## src/rtl/seq_mealy_det.sv

```systemverilog
// Mealy sequence detector with loadable pattern and saturating match counter.
// Define SEQDET_OVERLAP_EN for overlapping detection (history-based fallback).
module seq_mealy_det #(
  parameter int                 W         = 2,
  parameter int                 DEPTH     = 4,
  parameter logic [W*DEPTH-1:0] RESET_PAT = '0
) (
  input  logic                     CLK,
  input  logic                     RST,
  input  logic [W-1:0]             X,
  input  logic                     VALID,
  input  logic                     PAT_LOAD,
  input  logic [W*DEPTH-1:0]       PAT_DATA,
  output logic                     Z1,
  output logic                     Z2,
  output logic [$clog2(DEPTH)-1:0] PROG,
  output logic [7:0]               MATCH_CNT
);

  localparam int PW = $clog2(DEPTH);
  localparam logic [PW-1:0] LAST = PW'(DEPTH - 1);

  logic [W*DEPTH-1:0] pat_q, pat_d;
  logic [PW-1:0]      prog_q, prog_d;
  logic [7:0]         cnt_q, cnt_d;
  logic               z2_q, z2_d;
  logic               accept, hit, full;
  logic [PW-1:0]      fail;

  assign accept = VALID & ~PAT_LOAD;
  assign hit    = (X == pat_q[prog_q*W +: W]);
  assign full   = accept & (prog_q == LAST) & hit;

`ifdef SEQDET_OVERLAP_EN
  localparam int HW = W * (DEPTH - 1);

  logic [HW-1:0]      hist_q, hist_d;
  logic [W*DEPTH-1:0] win;
  logic               ok;

  assign win = {X, hist_q};

  // Longest prefix of PAT ending at X; k never exceeds prog_q+1,
  // so reset-cleared history slots cannot fake a match.
  always_comb begin
    fail = '0;
    ok   = 1'b0;
    for (int k = 1; k < DEPTH; k++) begin
      ok = (k <= int'(prog_q) + 1);
      for (int j = 0; j < k; j++) begin
        if (win[(DEPTH-k+j)*W +: W] != pat_q[j*W +: W]) ok = 1'b0;
      end
      if (ok) fail = PW'(k);
    end
  end

  always_comb begin
    hist_d = hist_q;
    if (PAT_LOAD)    hist_d = '0;
    else if (VALID)  hist_d = win[W*DEPTH-1:W];
  end

  always_ff @(posedge CLK or posedge RST) begin
    if (RST) hist_q <= '0;
    else     hist_q <= hist_d;
  end
`else
  always_comb begin
    fail = '0;
    if (!full && X == pat_q[W-1:0]) fail = PW'(1);
  end
`endif

  always_comb begin
    pat_d  = pat_q;
    prog_d = prog_q;
    cnt_d  = cnt_q;
    if (PAT_LOAD) begin
      pat_d  = PAT_DATA;
      prog_d = '0;
    end else if (VALID) begin
      if (hit && prog_q != LAST) prog_d = prog_q + PW'(1);
      else                       prog_d = fail;
      if (full && cnt_q != 8'hFF) cnt_d = cnt_q + 8'd1;
    end
    z2_d = (prog_d != '0);
  end

  always_ff @(posedge CLK or posedge RST) begin
    if (RST) begin
      pat_q  <= RESET_PAT;
      prog_q <= '0;
      cnt_q  <= '0;
      z2_q   <= 1'b0;
    end else begin
      pat_q  <= pat_d;
      prog_q <= prog_d;
      cnt_q  <= cnt_d;
      z2_q   <= z2_d;
    end
  end

  assign Z1        = full & ~RST;
  assign Z2        = z2_q;
  assign PROG      = prog_q;
  assign MATCH_CNT = cnt_q;

endmodule
```

## config.mk

```make
export PLATFORM = sky130hd
export DESIGN_NAME = seq_mealy_det
export DESIGN_NICKNAME = d
export VERILOG_FILES = /design/src/rtl/seq_mealy_det.sv
export SDC_FILE = /design/constraint.sdc
export NUM_CORES = 1
export LEC_CHECK = 0
export CAP_MARGIN = 5
export CORE_MARGIN = 2
export CORE_UTILIZATION = 54
export CTS_CLUSTER_DIAMETER = 80
export DETAILED_ROUTE_END_ITERATION = 7
export DONT_BUFFER_PORTS = 1
export PLACE_DENSITY = 0.72
export SYNTH_ARGS = -nofsm -noshare
export SYNTH_HDL_FRONTEND = slang
export SYNTH_SLANG_ARGS = --single-unit
```

## constraint.sdc

```tcl
create_clock -name CLK -period 1.8 [get_ports CLK]
set_input_delay 0.18 -clock CLK [delete_from_list [all_inputs] [get_ports CLK]]
set_output_delay 0.18 -clock CLK [all_outputs]
set_load 0.02 [all_outputs]
```

==> flow_summary.yaml, run 1 <==
outcome:
  outcome: "complete, but fails checks"
  violations: "setup timing"
yosys:
  synth_cells: 90
  syn_nets: 106
  syn_area_um2: 1050
  ys_top_cells_by_area: "dfrtp_1 45%, mux2_2 8.6%, xor2_1 7.5%, mux2i_1 4.8%, a211oi_1 3.6%"
  synth_top_area_cell: "dfrtp_1"
  async_reset_ff_share_pct: 100
  yosys_warnings: 0
  synth-edff-count: 0
  synth_most_common_cell: "dfrtp_1"
  yosys.area.top_type_share_pct: 45.3
  ys_ff_latch: 19
  synth_commonest_cells: "19 x dfrtp_1, 9 x xor2_1, 8 x mux2_2"
  ys_seq_area_share_pct: 45.3
  synth_ff_type: "dfrtp_1"
  syn_avg_cell_area_um2: 11.7
  synth.distinct_cells: 27
worst_setup_path:
  r2r_cells: 6
  path_max_fanout: 5
  r2r_setup_slack_ns: -0.29
  worstReg2RegEnd: "MATCH_CNT[6]$_DFFE_PP0P_"
  start_kind: "flop"
  worst_ep_required_time_ns: 1.62
  crit_type: "flop to primary output"
  end_kind: "primary output"
  cp.arrival_ns: 1.96
  cp-startpoint: "PROG[1]$_DFF_PP0_"
  worst_r2r_startpoint: "PROG[1]$_DFF_PP0_"
timing:
  finalClockSkew_ns: 0.00587
  hold_viol_final: 0
  worst_pin_slew_ns: 0.736
  worst_slack_ns: -0.338
  setup_viol: 11
  period_minus_slack_ns: 2.14
  slew_viol_final: 0
  fin_crit_sh_pct: 119
  final.setup.tns_ns: -2.19
  relSlewSlack_pct: 50.9
  fmax_mhz: 468
  rsz0062_at_grt: "true"
power:
  p_switching_uw: 293
  vdd_drop_max_uv: 724
  power_density_nw_per_um2: 686
  p_seq_share_pct: 50.7
  sw_frac_of_total_pct: 30.5
  internal_power_uw: 668
  p_leak_nw: 0.588
  clock_power_share_pct: 23.1
  pwr-share-comb_pct: 26.2
clocking:
  cts_tree: "yes"
  clockBufferDepth: 2
  clk_pin_slew_ns: 0.12
  cts_buffers: 3
  clock-sinks: 19
  clock_latency_ns: 0.30
  cts_root_buffer: "clkbuf_4"
  htree_levels: 1
layout:
  diodes: 0
  fin_nets: 130
  drive_gt1_share_pct: 47.8
  area_growth_pct: 33.4
  final_cells: 138
floorplanning:
  die_y_um: 48.1
  rows: 15
  start_util_pct: 58.9
  die_area_um2: 2310
  die_width_um: 48.1
  io_pins: 26
  core_um2: 1780
min_path:
  hold_depth: 1
  min_path_type: "primary input to flop"
  whs_endpoint: "pat_q[2]$_DFFE_PP0P_"
  hp-start: "PAT_DATA[2]"
run:
  drv_cap: 0
route:
  routed_wl_mm: 2.60
  via_per_inst: 5.68
  drc: 0
  ant_nets: 0
  first_iter_violations: 9
  firstDrtPassIters: 4
  routedWlPerCell_um: 18.9
  vias: 784
grt:
  grt-ovfl-total: 0
  gr-usage-all-layers_pct: 24.5
  use_met3_pct: 4.81
  met2_usage_pct: 41.3
  grt_max_degree: 20
  use_met1_pct: 29.0
  antenna_found_initial: 0
  grt_pass1_wl_mm: 3.71
  grt_pass1_vias: 791
  grt_most_used_layer: "met2"
placed_design:
  port_buffers: 0
  pre_cts_ws_ns: -0.223
  dp_cells: 128
  gp_congestion: 0.795
  dpl.hpwl_mm: 1.64
[worst max-delay path: stages (launching register included)]
cell and delay (ns):
dfrtp_2 0.48, mux2i_2 0.28, xnor2_2 0.11, or3_4 0.43
a211oi_2 0.19, buf_4 0.17
[power by group through the flow]
stage          registers [mW]  logic [mW]  clock network, mW
3_3_place_gp            0.490       0.165                  0
5_1_grt                 0.492       0.272              0.245
2_1_floorplan           0.492       0.127                  0
3_5_place_dp            0.491       0.171                  0
4_1_cts                 0.482       0.218              0.221
6_report                0.487       0.252              0.222
[timing repair]
item	4_1_cts	5_1_grt
endpoints found under the setup margin	9	12
hold buffers	2	0
pin swaps	7	8
gates resized for setup	7	12
setup buffers	3	2
endpoints found under the hold margin	22	0
[state kept, by name (all words and copies together) (netlist names)]
signal and flops:
MATCH_CNT 8, PROG 2, Z2 1, pat_q 8
[kinds of logic (layout without fill, tap and decap cells)]
kind of cell	after synthesis	in the layout	synth area share (%)
and+or+nand+nor	22	22	10.4
buffers and inverters	6	29	3.58
adders and majority gates	2	2	2.38
muxes	14	14	14.4
AOI/OAI and AO/OA	14	14	13.1
DFF	19	19	45.3
xor gates and xnor gates	13	13	10.8
[how the worst max path moves through the flow]
stage,cells after the start,to,slack [ns]
2_1_floorplan,7,MATCH_CNT[1]$_DFFE_PP0P_,-0.13
3_3_place_gp,6,MATCH_CNT[6]$_DFFE_PP0P_,-0.05
3_5_place_dp,6,MATCH_CNT[6]$_DFFE_PP0P_,-0.22
4_1_cts,6,Z1,-0.34
5_1_grt,6,Z1,-0.40
6_report,5,Z1,-0.34
[cell usage in the layout, fill, tap and decap left out]
cell type,n
buf_4,17
dfrtp_1,16
xor2_1,9
mux2_2,8
nand3_1,6
nor2_1,5
dfrtp_2,3
mux2i_2,3
xnor2_1,3
inv_1,3
nand2_1,3
a2111oi_4,3
clkbuf_4,3
mux2i_1,2
a211oi_2,2
a211oi_4,2
ha_1,2
dlygate4sd3_1,2
buf_6,2
xnor2_2,1
or3_4,1
nand3_2,1
nand4_1,1
nor2b_2,1
o211ai_1,1
a21oi_4,1
mux2_4,1
nor3b_1,1
a211oi_1,1
o32ai_2,1
a21oi_1,1
nand3b_1,1
nand2b_1,1
o211a_4,1
nor2_2,1
a31oi_1,1
clkinv_2,1
buf_12,1
[stage by stage]
stage	power [mW]	area, µm²	utilization [%]	hold slack, ns
2_1_floorplan	0.618	1080	-	0.131
3_3_place_gp	0.656	1200	67.5	0.225
3_5_place_dp	0.662	1200	67.5	0.221
4_1_cts	0.922	1340	75.0	0.0161
5_1_grt	1.01	1400	78.5	0.000496
6_report	0.961	1400	78.5	0.0165
[metal layers]
layer  share of wire [%]  up-vias
met5                   0        -
met4                 2.3        0
met3                 4.7        6
met2                  52       30
met1                  41      379
li1                    -      369
[area by class of cell]
| type | instances | area (µm²) |
|---|---|---|
| fillers | 117 | 383 |
| clock inverters | 1 | 5.00 |
| inverters | 3 | 11.3 |
| repair buffers | 22 | 190 |
| clock buffers | 3 | 22.5 |
| flip-flops and latches | 19 | 479 |
| well taps | 25 | 31.3 |
| multi-input cells | 65 | 661 |
Note: power is estimated with default switching activity, not from simulation.
==> run 2: changes to the inputs <==
PLACE_DENSITY = 0.78   (was 0.72)
==> flow_summary.yaml, run 2 (synthesized netlist as in run 1, its figures left out) <==
timing:
  hold-worst-slack_ns: 0.0346
  fin_crit_sh_pct: 113
  worst_pin_slew_ns: 0.726
  worst_slack_ns: -0.243
  fmax_mhz: 490
  setup_viol: 11
  relSlewSlack_pct: 51.5
  period_minus_slack_ns: 2.04
  rsz0062_at_grt: "true"
  slew_viol_final: 0
  final.setup.tns_ns: -1.33
  hold_viol_final: 0
  finalClockSkew_ns: 0.00313
placed_design:
  port_buffers: 0
  gp_congestion: 0.799
  pre_cts_ws_ns: -0.148
  dpl.hpwl_mm: 1.63
route:
  m1WireLength_um: 960
  highest_layer: "met4"
  wl_met2_mm: 1.31
  routed_wl_mm: 2.41
  via_per_inst: 5.61
  first_iter_violations: 9
  routedWlPerCell_um: 17.0
  drc: 0
  ant_nets: 0
  met3WireLength_um: 115
  firstDrtPassIters: 4
  vias: 797
worst_setup_path:
  r2r_setup_slack_ns: -0.24
  max_stage_delay_ns: 0.43
  start_kind: "flop"
  crit_chain: "mux2i_1, xnor2_1, or3_4, a211oi_2, buf_4"
  r2r_cells: 6
  cp_slowest_cell: "dfrtp_2"
  cp.arrival_ns: 1.86
  worstReg2RegEnd: "MATCH_CNT[5]$_DFFE_PP0P_"
  crit_family: "flip-flops"
  worst_r2r_startpoint: "PROG[1]$_DFF_PP0_"
  path_max_fanout: 5
  end_kind: "primary output"
  worst_ep_required_time_ns: 1.62
  crit_type: "flop to primary output"
  path_buf_inv: 1
min_path:
  whs_endpoint: "pat_q[0]$_DFFE_PP0P_"
  min_path_type: "primary input to flop"
  hp-start: "PAT_DATA[0]"
  hold_depth: 1
run:
  drv_cap: 0
clocking:
  cts_root_buffer: "clkbuf_4"
  clk_pin_slew_ns: 0.10
  clockBufferDepth: 2
  cts_tree: "yes"
  htree_levels: 1
  clock-sinks: 19
  clock_latency_ns: 0.29
  cts_buffers: 3
layout:
  final_core_util_pct: 78.9
  fin_nets: 134
  diodes: 0
  drive_gt1_share_pct: 46.2
  area_growth_pct: 34.1
  fill_cells: 107
  final_common_cell: "buf_4"
  layout_common_cells: "23 x buf_4, 16 x dfrtp_1, 8 x xor2_1, 8 x mux2_2"
grt:
  gr-usage-all-layers_pct: 21.7
  antenna_found_initial: 0
  grt_max_degree: 20
  grt-ovfl-total: 0
  grt_pass1_wl_mm: 3.43
  grt_pass1_vias: 807
floorplanning:
  start_util_pct: 58.9
  die_y_um: 48.1
  die_area_um2: 2310
  core_um2: 1780
  rows: 15
  die_width_um: 48.1
  io_pins: 26
power:
  p_leak_nw: 0.591
  clock_power_share_pct: 22.5
  p_seq_share_pct: 51.9
  pwr-share-comb_pct: 25.7
  p_switching_uw: 274
  power_density_nw_per_um2: 662
  sw_frac_of_total_pct: 29.4
  vdd_drop_max_uv: 481
  internal_power_uw: 658
outcome:
  outcome: "complete, but fails checks"
  violations: "setup timing"
## run 2: changes by cell type in the layout (fill, tap and decap cells not counted), sizes merged
| cell | delta |
|---|---|
| buf | +4 |
| clkbuf | +1 |
| clkinv | -1 |
## run 2: area by class of cell
class / count / area, µm² / area share, %
clock buffer: 4 / 26.3 / 1.87
tap: 25 / 31.3 / 2.22
inverter: 3 / 11.3 / 0.800
multi-input combinational: 65 / 656 / 46.6
sequential: 19 / 479 / 34.0
timing repair buffer: 26 / 204 / 14.5
## run 2: worst max-delay path by stage
| stage | depth (start not counted) | slack [ns] | end | start |
|---|---|---|---|---|
| 6_report | 5 | -0.24 | Z1 | PROG[1]$_DFF_PP0_ |
| 3_5_place_dp | 5 | -0.15 | MATCH_CNT[6]$_DFFE_PP0P_ | PROG[1]$_DFF_PP0_ |
| 4_1_cts | 6 | -0.27 | Z1 | PROG[1]$_DFF_PP0_ |
| 3_3_place_gp | 5 | -0.06 | MATCH_CNT[6]$_DFFE_PP0P_ | PROG[1]$_DFF_PP0_ |
| 5_1_grt | 6 | -0.33 | MATCH_CNT[5]$_DFFE_PP0P_ | PROG[1]$_DFF_PP0_ |
| 2_1_floorplan | 7 | -0.13 | MATCH_CNT[1]$_DFFE_PP0P_ | PROG[1]$_DFF_PP0_ |
## run 2: what timing repair did
action,CTS,global route
endpoints found under the hold margin,22,0
setup endpoints to repair,9,12
pin swaps,9,7
setup buffers,6,4
hold buffers,2,0
resized for setup,2,14
## run 2: metal layers
| metal | GRT usage [%] | vias up |
|---|---|---|
| li1 | - | 379 |
| met1 | 24.9 | 393 |
| met2 | 40.5 | 21 |
| met3 | 4.07 | 4 |
| met4 | 6.49 | 0 |
| met5 | 0 | - |
## run 2: power by group through the flow
stage | clock (mW) | combinational (mW) | sequential, mW
6_report | 0.209 | 0.239 | 0.483
3_5_place_dp | 0 | 0.175 | 0.490
4_1_cts | 0.226 | 0.214 | 0.482
5_1_grt | 0.238 | 0.256 | 0.487
3_3_place_gp | 0 | 0.169 | 0.488
2_1_floorplan | 0 | 0.127 | 0.492
## run 2: metrics by stage
step / power, mW / cells / cell area, µm²
floorplan: 0.618 / 90 / 1080
global placement: 0.658 / 128 / 1200
detailed placement: 0.665 / 128 / 1200
CTS: 0.923 / 140 / 1310
global route: 0.981 / 142 / 1410
finish: 0.932 / 142 / 1410
